--- src/rtl/pipe_stage_reg.sv ---
// Inter-stage pipeline register with valid bit, flush, delay-slot pass-through and perf counters.
// Latency: 1 cycle from upstream inputs to all outputs; every output is a flop.
// Backpressure: the shared stall vector (upstream/downstream bits) chooses advance, bubble or hold.
module pipe_stage_reg #(
    parameter int                   PAYLOAD_W   = 110,
    parameter int                   STALL_W     = 6,
    parameter int                   STAGE_IDX   = 2,
    parameter logic [PAYLOAD_W-1:0] NOP_PAYLOAD = {PAYLOAD_W{1'b0}},
    parameter int                   CNT_W       = 16
) (
    input  logic                 clk,
    input  logic                 rst,
    input  logic [STALL_W-1:0]   stall,
    input  logic                 flush,
    input  logic                 up_valid,
    input  logic [PAYLOAD_W-1:0] up_payload,
    input  logic                 up_delayslot,
    input  logic                 up_next_delayslot,
    input  logic                 clr_cnt,
    output logic                 dn_valid,
    output logic [PAYLOAD_W-1:0] dn_payload,
    output logic                 dn_delayslot,
    output logic                 next_delayslot_o,
    output logic [CNT_W-1:0]     bubble_cnt,
    output logic [CNT_W-1:0]     stall_cnt,
    output logic [CNT_W-1:0]     flush_cnt
);

    // The downstream stall bit sits one above ours, so the index must leave room for it.
    generate
        if (STAGE_IDX < 0 || STAGE_IDX > STALL_W - 2) begin : g_bad_stage_idx
            $error("pipe_stage_reg: STAGE_IDX out of range 0..STALL_W-2");
        end
    endgenerate

    // Per-cycle action decoded from flush and the two stall bits (reset handled separately).
    typedef enum logic [1:0] {
        ACT_ADVANCE = 2'd0,
        ACT_BUBBLE  = 2'd1,
        ACT_HOLD    = 2'd2,
        ACT_FLUSH   = 2'd3
    } act_e;

    logic us;
    logic ds;
    act_e act;

    assign us = stall[STAGE_IDX];
    assign ds = stall[STAGE_IDX+1];

    // Saturating increment: the counter sticks at all-ones instead of wrapping.
    function automatic logic [CNT_W-1:0] sat_inc(input logic [CNT_W-1:0] v);
        return (&v) ? v : v + 1'b1;
    endfunction

    // Priority decode: flush beats every stall combination; us=0 always advances,
    // including the (illegal) us=0/ds=1 case.
    always_comb begin
        act = ACT_ADVANCE;
        if (flush) begin
            act = ACT_FLUSH;
        end else if (!us) begin
            act = ACT_ADVANCE;
        end else if (!ds) begin
            act = ACT_BUBBLE;
        end else begin
            act = ACT_HOLD;
        end
    end

    // Datapath register; dn_valid doubles as the occupancy bit (0 empty, 1 full).
    always_ff @(posedge clk) begin
        if (rst) begin
            dn_valid         <= 1'b0;
            dn_payload       <= NOP_PAYLOAD;
            dn_delayslot     <= 1'b0;
            next_delayslot_o <= 1'b0;
        end else begin
            unique case (act)
                ACT_FLUSH: begin
                    dn_valid         <= 1'b0;
                    dn_payload       <= NOP_PAYLOAD;
                    dn_delayslot     <= 1'b0;
                    next_delayslot_o <= 1'b0;
                end
                ACT_BUBBLE: begin
                    // The decoder feedback is kept across a bubble so the
                    // delay-slot knowledge is not lost while upstream is stopped.
                    dn_valid     <= 1'b0;
                    dn_payload   <= NOP_PAYLOAD;
                    dn_delayslot <= 1'b0;
                end
                ACT_ADVANCE: begin
                    dn_valid         <= up_valid;
                    dn_payload       <= up_payload;
                    dn_delayslot     <= up_delayslot;
                    next_delayslot_o <= up_next_delayslot;
                end
                default: begin
                    // ACT_HOLD: every output keeps its value.
                end
            endcase
        end
    end

    // Performance counters; clear sits below reset and above any increment.
    always_ff @(posedge clk) begin
        if (rst || clr_cnt) begin
            bubble_cnt <= '0;
            stall_cnt  <= '0;
            flush_cnt  <= '0;
        end else begin
            unique case (act)
                ACT_FLUSH:  flush_cnt  <= sat_inc(flush_cnt);
                ACT_BUBBLE: bubble_cnt <= sat_inc(bubble_cnt);
                ACT_HOLD:   stall_cnt  <= sat_inc(stall_cnt);
                default: begin
                end
            endcase
        end
    end

    // A monotonic stall vector never stops downstream while upstream runs.
    a_stall_order: assert property (@(posedge clk) disable iff (rst) !(!us && ds))
        else $error("pipe_stage_reg: downstream stalled while upstream advances");

    // The whole stall vector must be driven to known values outside reset.
    a_stall_known: assert property (@(posedge clk) disable iff (rst) !$isunknown(stall))
        else $error("pipe_stage_reg: stall vector has unknown bits");

endmodule
--- config.mk ---
export PLATFORM = sky130hd
export DESIGN_NAME = pipe_stage_reg
export DESIGN_NICKNAME = d
export VERILOG_FILES = /design/src/rtl/pipe_stage_reg.sv
export SDC_FILE = /design/constraint.sdc
export NUM_CORES = 1
export LEC_CHECK = 0
export ABC_AREA = 1
export CORE_MARGIN = 5
export CORE_UTILIZATION = 40
export CTS_BUF_LIST = sky130_fd_sc_hd__clkbuf_4 sky130_fd_sc_hd__clkbuf_8
export DETAILED_ROUTE_END_ITERATION = 12
export GPL_TIMING_DRIVEN = 0
export PLACE_DENSITY_LB_ADDON = 0.2
export RECOVER_POWER = 100
export SYNTH_ARGS = -nofsm -noshare
export SYNTH_HDL_FRONTEND = slang
export SYNTH_SLANG_ARGS = --single-unit
--- constraint.sdc ---
create_clock -name clk -period 1.6 [get_ports clk]
set_input_delay 0.32 -clock clk [delete_from_list [all_inputs] [get_ports clk]]
set_output_delay 0.32 -clock clk [all_outputs]
set_load 0.01 [all_outputs]
==> flow_results.org <==
** Clock network
- Number of buffers on the longest clock path :: 2
- CTS sink cnt :: 161
- TritonCTS clock tree :: yes
- # hold bufs at CTS :: 0
- In this run the number of H-tree levels came out at 4.
- Counting the buffers created by CTS gives 17.
- The later pin in the worst-skew pair is clocked with a latency of 0.44 ns.
- The tree is rooted in a clkbuf_8.
- Clock-pin slew was measured on the worst setup and hold paths at 0.08 ns.

** Timing
- Setup violations remaining at the end of the flow were counted as 0.
- The clock arrives with 0.0136 ns of skew.
- Peak clock frequency supported by timing :: 653 MHz
- The worst pin sits at a relative slew slack of 54.7%.
- Final worst path period share :: 95.8%
- Max Transition Viols Final :: 0
- Actual transition at the worst max-transition pin :: 0.679 ns
- Final hold violation count :: 0
- Setup WS post-layout :: 0.0675 ns
- Clock period minus final worst setup slack :: 1.53 ns

** Route
- Post-route DRC :: 0
- Sum of routed wire length over all layers :: 21.4 mm
- DRT antenna net count :: 0
- Number of vias per cell :: 4.68
- Wire length per cell :: 14.4 um
- Total number of vias :: 6947
- Detailed-routing iteration count for the pre-antenna-repair pass :: 4
- The first routing iteration left 344 violations.

** Synthesis
- Post-synthesis sequential area ratio :: 48.5%
- In this run, synthesis inferred 0 flip-flops with an integrated enable.
- The number of nets handed over by synthesis was 1072.
- Post-Syn Area :: 0.00664 mm2
- Asr flop ratio synth :: 0%
- Number of warnings issued by yosys :: 0
- Number of library cell types mapped by synthesis :: 23
- Post-Synthesis Cells :: 942
- Counting flops and latches in the post-synthesis netlist gives 161.
- Post-Syn Area per Cell :: 7.05 um2
- Predominant post-synthesis flop cell :: dfxtp_1

** Floorplan
- Die extent in y :: 139 um
- Placeable core region :: 0.0164 mm2
- Overall die area :: 0.0193 mm2
- The die is 139 um wide.
- In this run the count of I/O pins placed on the die edge is 284.
- For this configuration, the core starts out at a cell density of 40.5%.
- Number of cell rows :: 47

** Status
- The flow ran to the end, and the final reports show no timing, DRC or antenna violations.

** Placed design
- Final RePlAce weighted congestion :: 0.877
- Post-Place Setup Slack :: -0.918 ns
- Summed over all nets, the half-perimeter wirelength after detailed placement is 16.1 mm.
- Placed cell areas :: 0.00970 mm2
- # port buffers :: 278

** Flow run
- Across the run, the number of max-cap violations was 0.

** Critical path
- Worst R2R Start :: bubble_cnt[7]$_SDFFE_PP0P_
- Along the worst path, the maximum fanout reaches 10.
- Worst path arrival time :: 1.86 ns
- The worst setup path is of the primary input to flop kind.
- Critical path's slowest cell :: dlygate4sd2_1
- Worst endpoint required time :: 1.92 ns
- Worst Setup SP :: stall[2]
- STA classifies the critical path startpoint as a primary input.
- The worst setup path is captured at a flop.
- Among the stages of the critical path, the cell type that occurs most often is nor2_1.
- The largest single stage delay on the critical path is 0.29 ns.
- Ordered cell list for the critical path :: dlygate4sd2_1 -> a21oi_4 -> ha_4 -> buf_8 -> inv_2 -> nor2_1 -> nand2_1 -> nor2_1 -> nand3_1 -> nand2_1 -> nor2_1

** Power and ir drop
- Peak supply drop :: 0.471 mV
- For this design the ratio of total power to cell area is 785 mW/mm2.
- P_leak :: 4.27 nW

** Finish
- Final cell utilization of the core :: 61.7%
- Design area :: 0.0101 mm2
- Area growth from synthesis to layout :: 52.6%
- The repair_antennas step left the layout with diodes totalling 0.
- Of the cells placed in the final design, the portion with a size suffix greater than 1 is 9.02%.
- At the end of the flow, the number of nets in the layout was 1381.

** Min path
- In this run the most critical hold path is launched from stall[3].
- Worst min path class :: primary input to flop

** Global route
- Entering global routing, the biggest net connects 17 pins.
- Number of antenna violations at the first check in global routing :: 0
- Global Route Usage Sum :: 21.5%
- Global-route wire length before repair :: 33.6 mm
- Congestion Overflow GR :: 0
- Via count of the first global-routing pass :: 6652
[synthesized netlist by cell type, types with 2 or more instances]
| cell | number | area [um2] |
|---|---|---|
| buf_1 | 5 | 18.8 |
| nand3_2 | 2 | 20.0 |
| dfxtp_1 | 161 | 3220 |
| ha_1 | 7 | 87.6 |
| nand3_1 | 41 | 205 |
| nand4_4 | 2 | 42.5 |
| clkbuf_1 | 17 | 63.8 |
| o21ai_0 | 3 | 15.0 |
| nand2_1 | 350 | 1310 |
| a21oi_1 | 143 | 716 |
| nor3_1 | 3 | 15.0 |
| inv_1 | 32 | 120 |
| nor2_1 | 126 | 473 |
| buf_2 | 23 | 115 |
| nand2_2 | 4 | 25.0 |
| nor2_4 | 6 | 67.6 |
| nand4_1 | 5 | 31.3 |
| buf_6 | 2 | 22.5 |
| nor2_2 | 6 | 37.5 |
[worst paths after layout]
kind	end	cells past startpoint	slack (ns)
hold / removal	next_delayslot_o$_SDFFE_PP0P_	5	0.40
setup / recovery	stall_cnt[9]$_SDFFE_PP0P_	11	0.07
setup reg to reg	bubble_cnt[9]$_SDFFE_PP0P_	6	0.13
hold reg to reg	dn_payload[64]$_SDFFE_PP0P_	2	0.46
[kinds of logic after synthesis]
group           count (synthesis)  share of synthesized area [%]
compound gates                149                           11.3
fa+ha+maj                       7                           1.32
flops                         161                           48.5
buf+inv                        80                           5.18
simple gates                  545                           33.6
[critical path: cells and delay by family]
| family | cells | cell delay [ns] |
|---|---|---|
| simple gates | 6 | 0.69 |
| buf+inv | 3 | 0.48 |
| compound gates | 1 | 0.19 |
| fa+ha+maj | 1 | 0.18 |
[metal layers]
| layer | part of all wire, % | GRT usage (%) | vias to the layer above |
|---|---|---|---|
| li1 | - | - | 3614 |
| met1 | 40 | 23.7 | 3112 |
| met2 | 49 | 37.6 | 191 |
| met3 | 8.3 | 8.66 | 30 |
| met4 | 2.5 | 7.36 | 0 |
| met5 | 0 | 0 | - |
[per-stage QoR]
step                       TNS, ns  power [mW]  hold slack, ns  std cells
after floorplan                  0        4.51           0.463        942
after global placement     -108.56        5.03           0.443       1440
after detailed placement   -112.80        5.04           0.454       1440
after CTS                        0        8.06           0.387       1475
after global routing      -0.00370        8.33           0.378       1484
final                            0        7.96           0.403       1484
[report_power, final]
| part | leakage [nW] | switching, mW | total, mW | internal, mW |
|---|---|---|---|---|
| registers | 1.31 | 0.0366 | 4.11 | 4.07 |
| logic | 2.77 | 0.385 | 0.830 | 0.444 |
| clock network | 0.193 | 1.52 | 3.02 | 1.49 |
| total | 4.27 | 1.95 | 7.96 | 6.01 |
[area by class of cell]
| cell class | instances | area [um2] |
|---|---|---|
| Clock buffer | 21 | 270 |
| Multi-Input combinational cell | 701 | 3130 |
| Clock inverter | 11 | 130 |
| Inverter | 33 | 124 |
| Tap cell | 220 | 275 |
| Fill cell | 1611 | 6280 |
| Timing Repair Buffer | 290 | 2690 |
| Buffer | 47 | 273 |
| Sequential cell | 161 | 3230 |
[sequential cells by signal, summed over array words and instances, names as in the netlist]
| name | cells |
|---|---|
| flush_cnt | 16 |
| bubble_cnt | 16 |
| dn_valid | 1 |
| next_delayslot_o | 1 |
| stall_cnt | 16 |
| dn_delayslot | 1 |
| dn_payload | 110 |
[timing repair]
item | CTS | global route
setup endpoints to repair | 294 | 88
resized for setup | 218 | 21
setup buffers | 2 | 9
cloned | 1 | 0
pin swaps | 3 | 6
[cell usage in the layout, fill, tap and decap left out, drive strengths merged]
cell type,n
clkbuf,48
nand3,43
dlygate4sd2,161
clkinvlp,4
inv,35
nor3,3
o21ai,3
nand2,354
clkinv,3
dfxtp,161
nand4,7
a21oi,143
nor2,138
buf,34
clkdlybuf4s50,114
clkdlybuf4s15,1
bufinv,2
a211oi,1
a21boi,2
ha,7
Power figures use the tool's default switching activity.
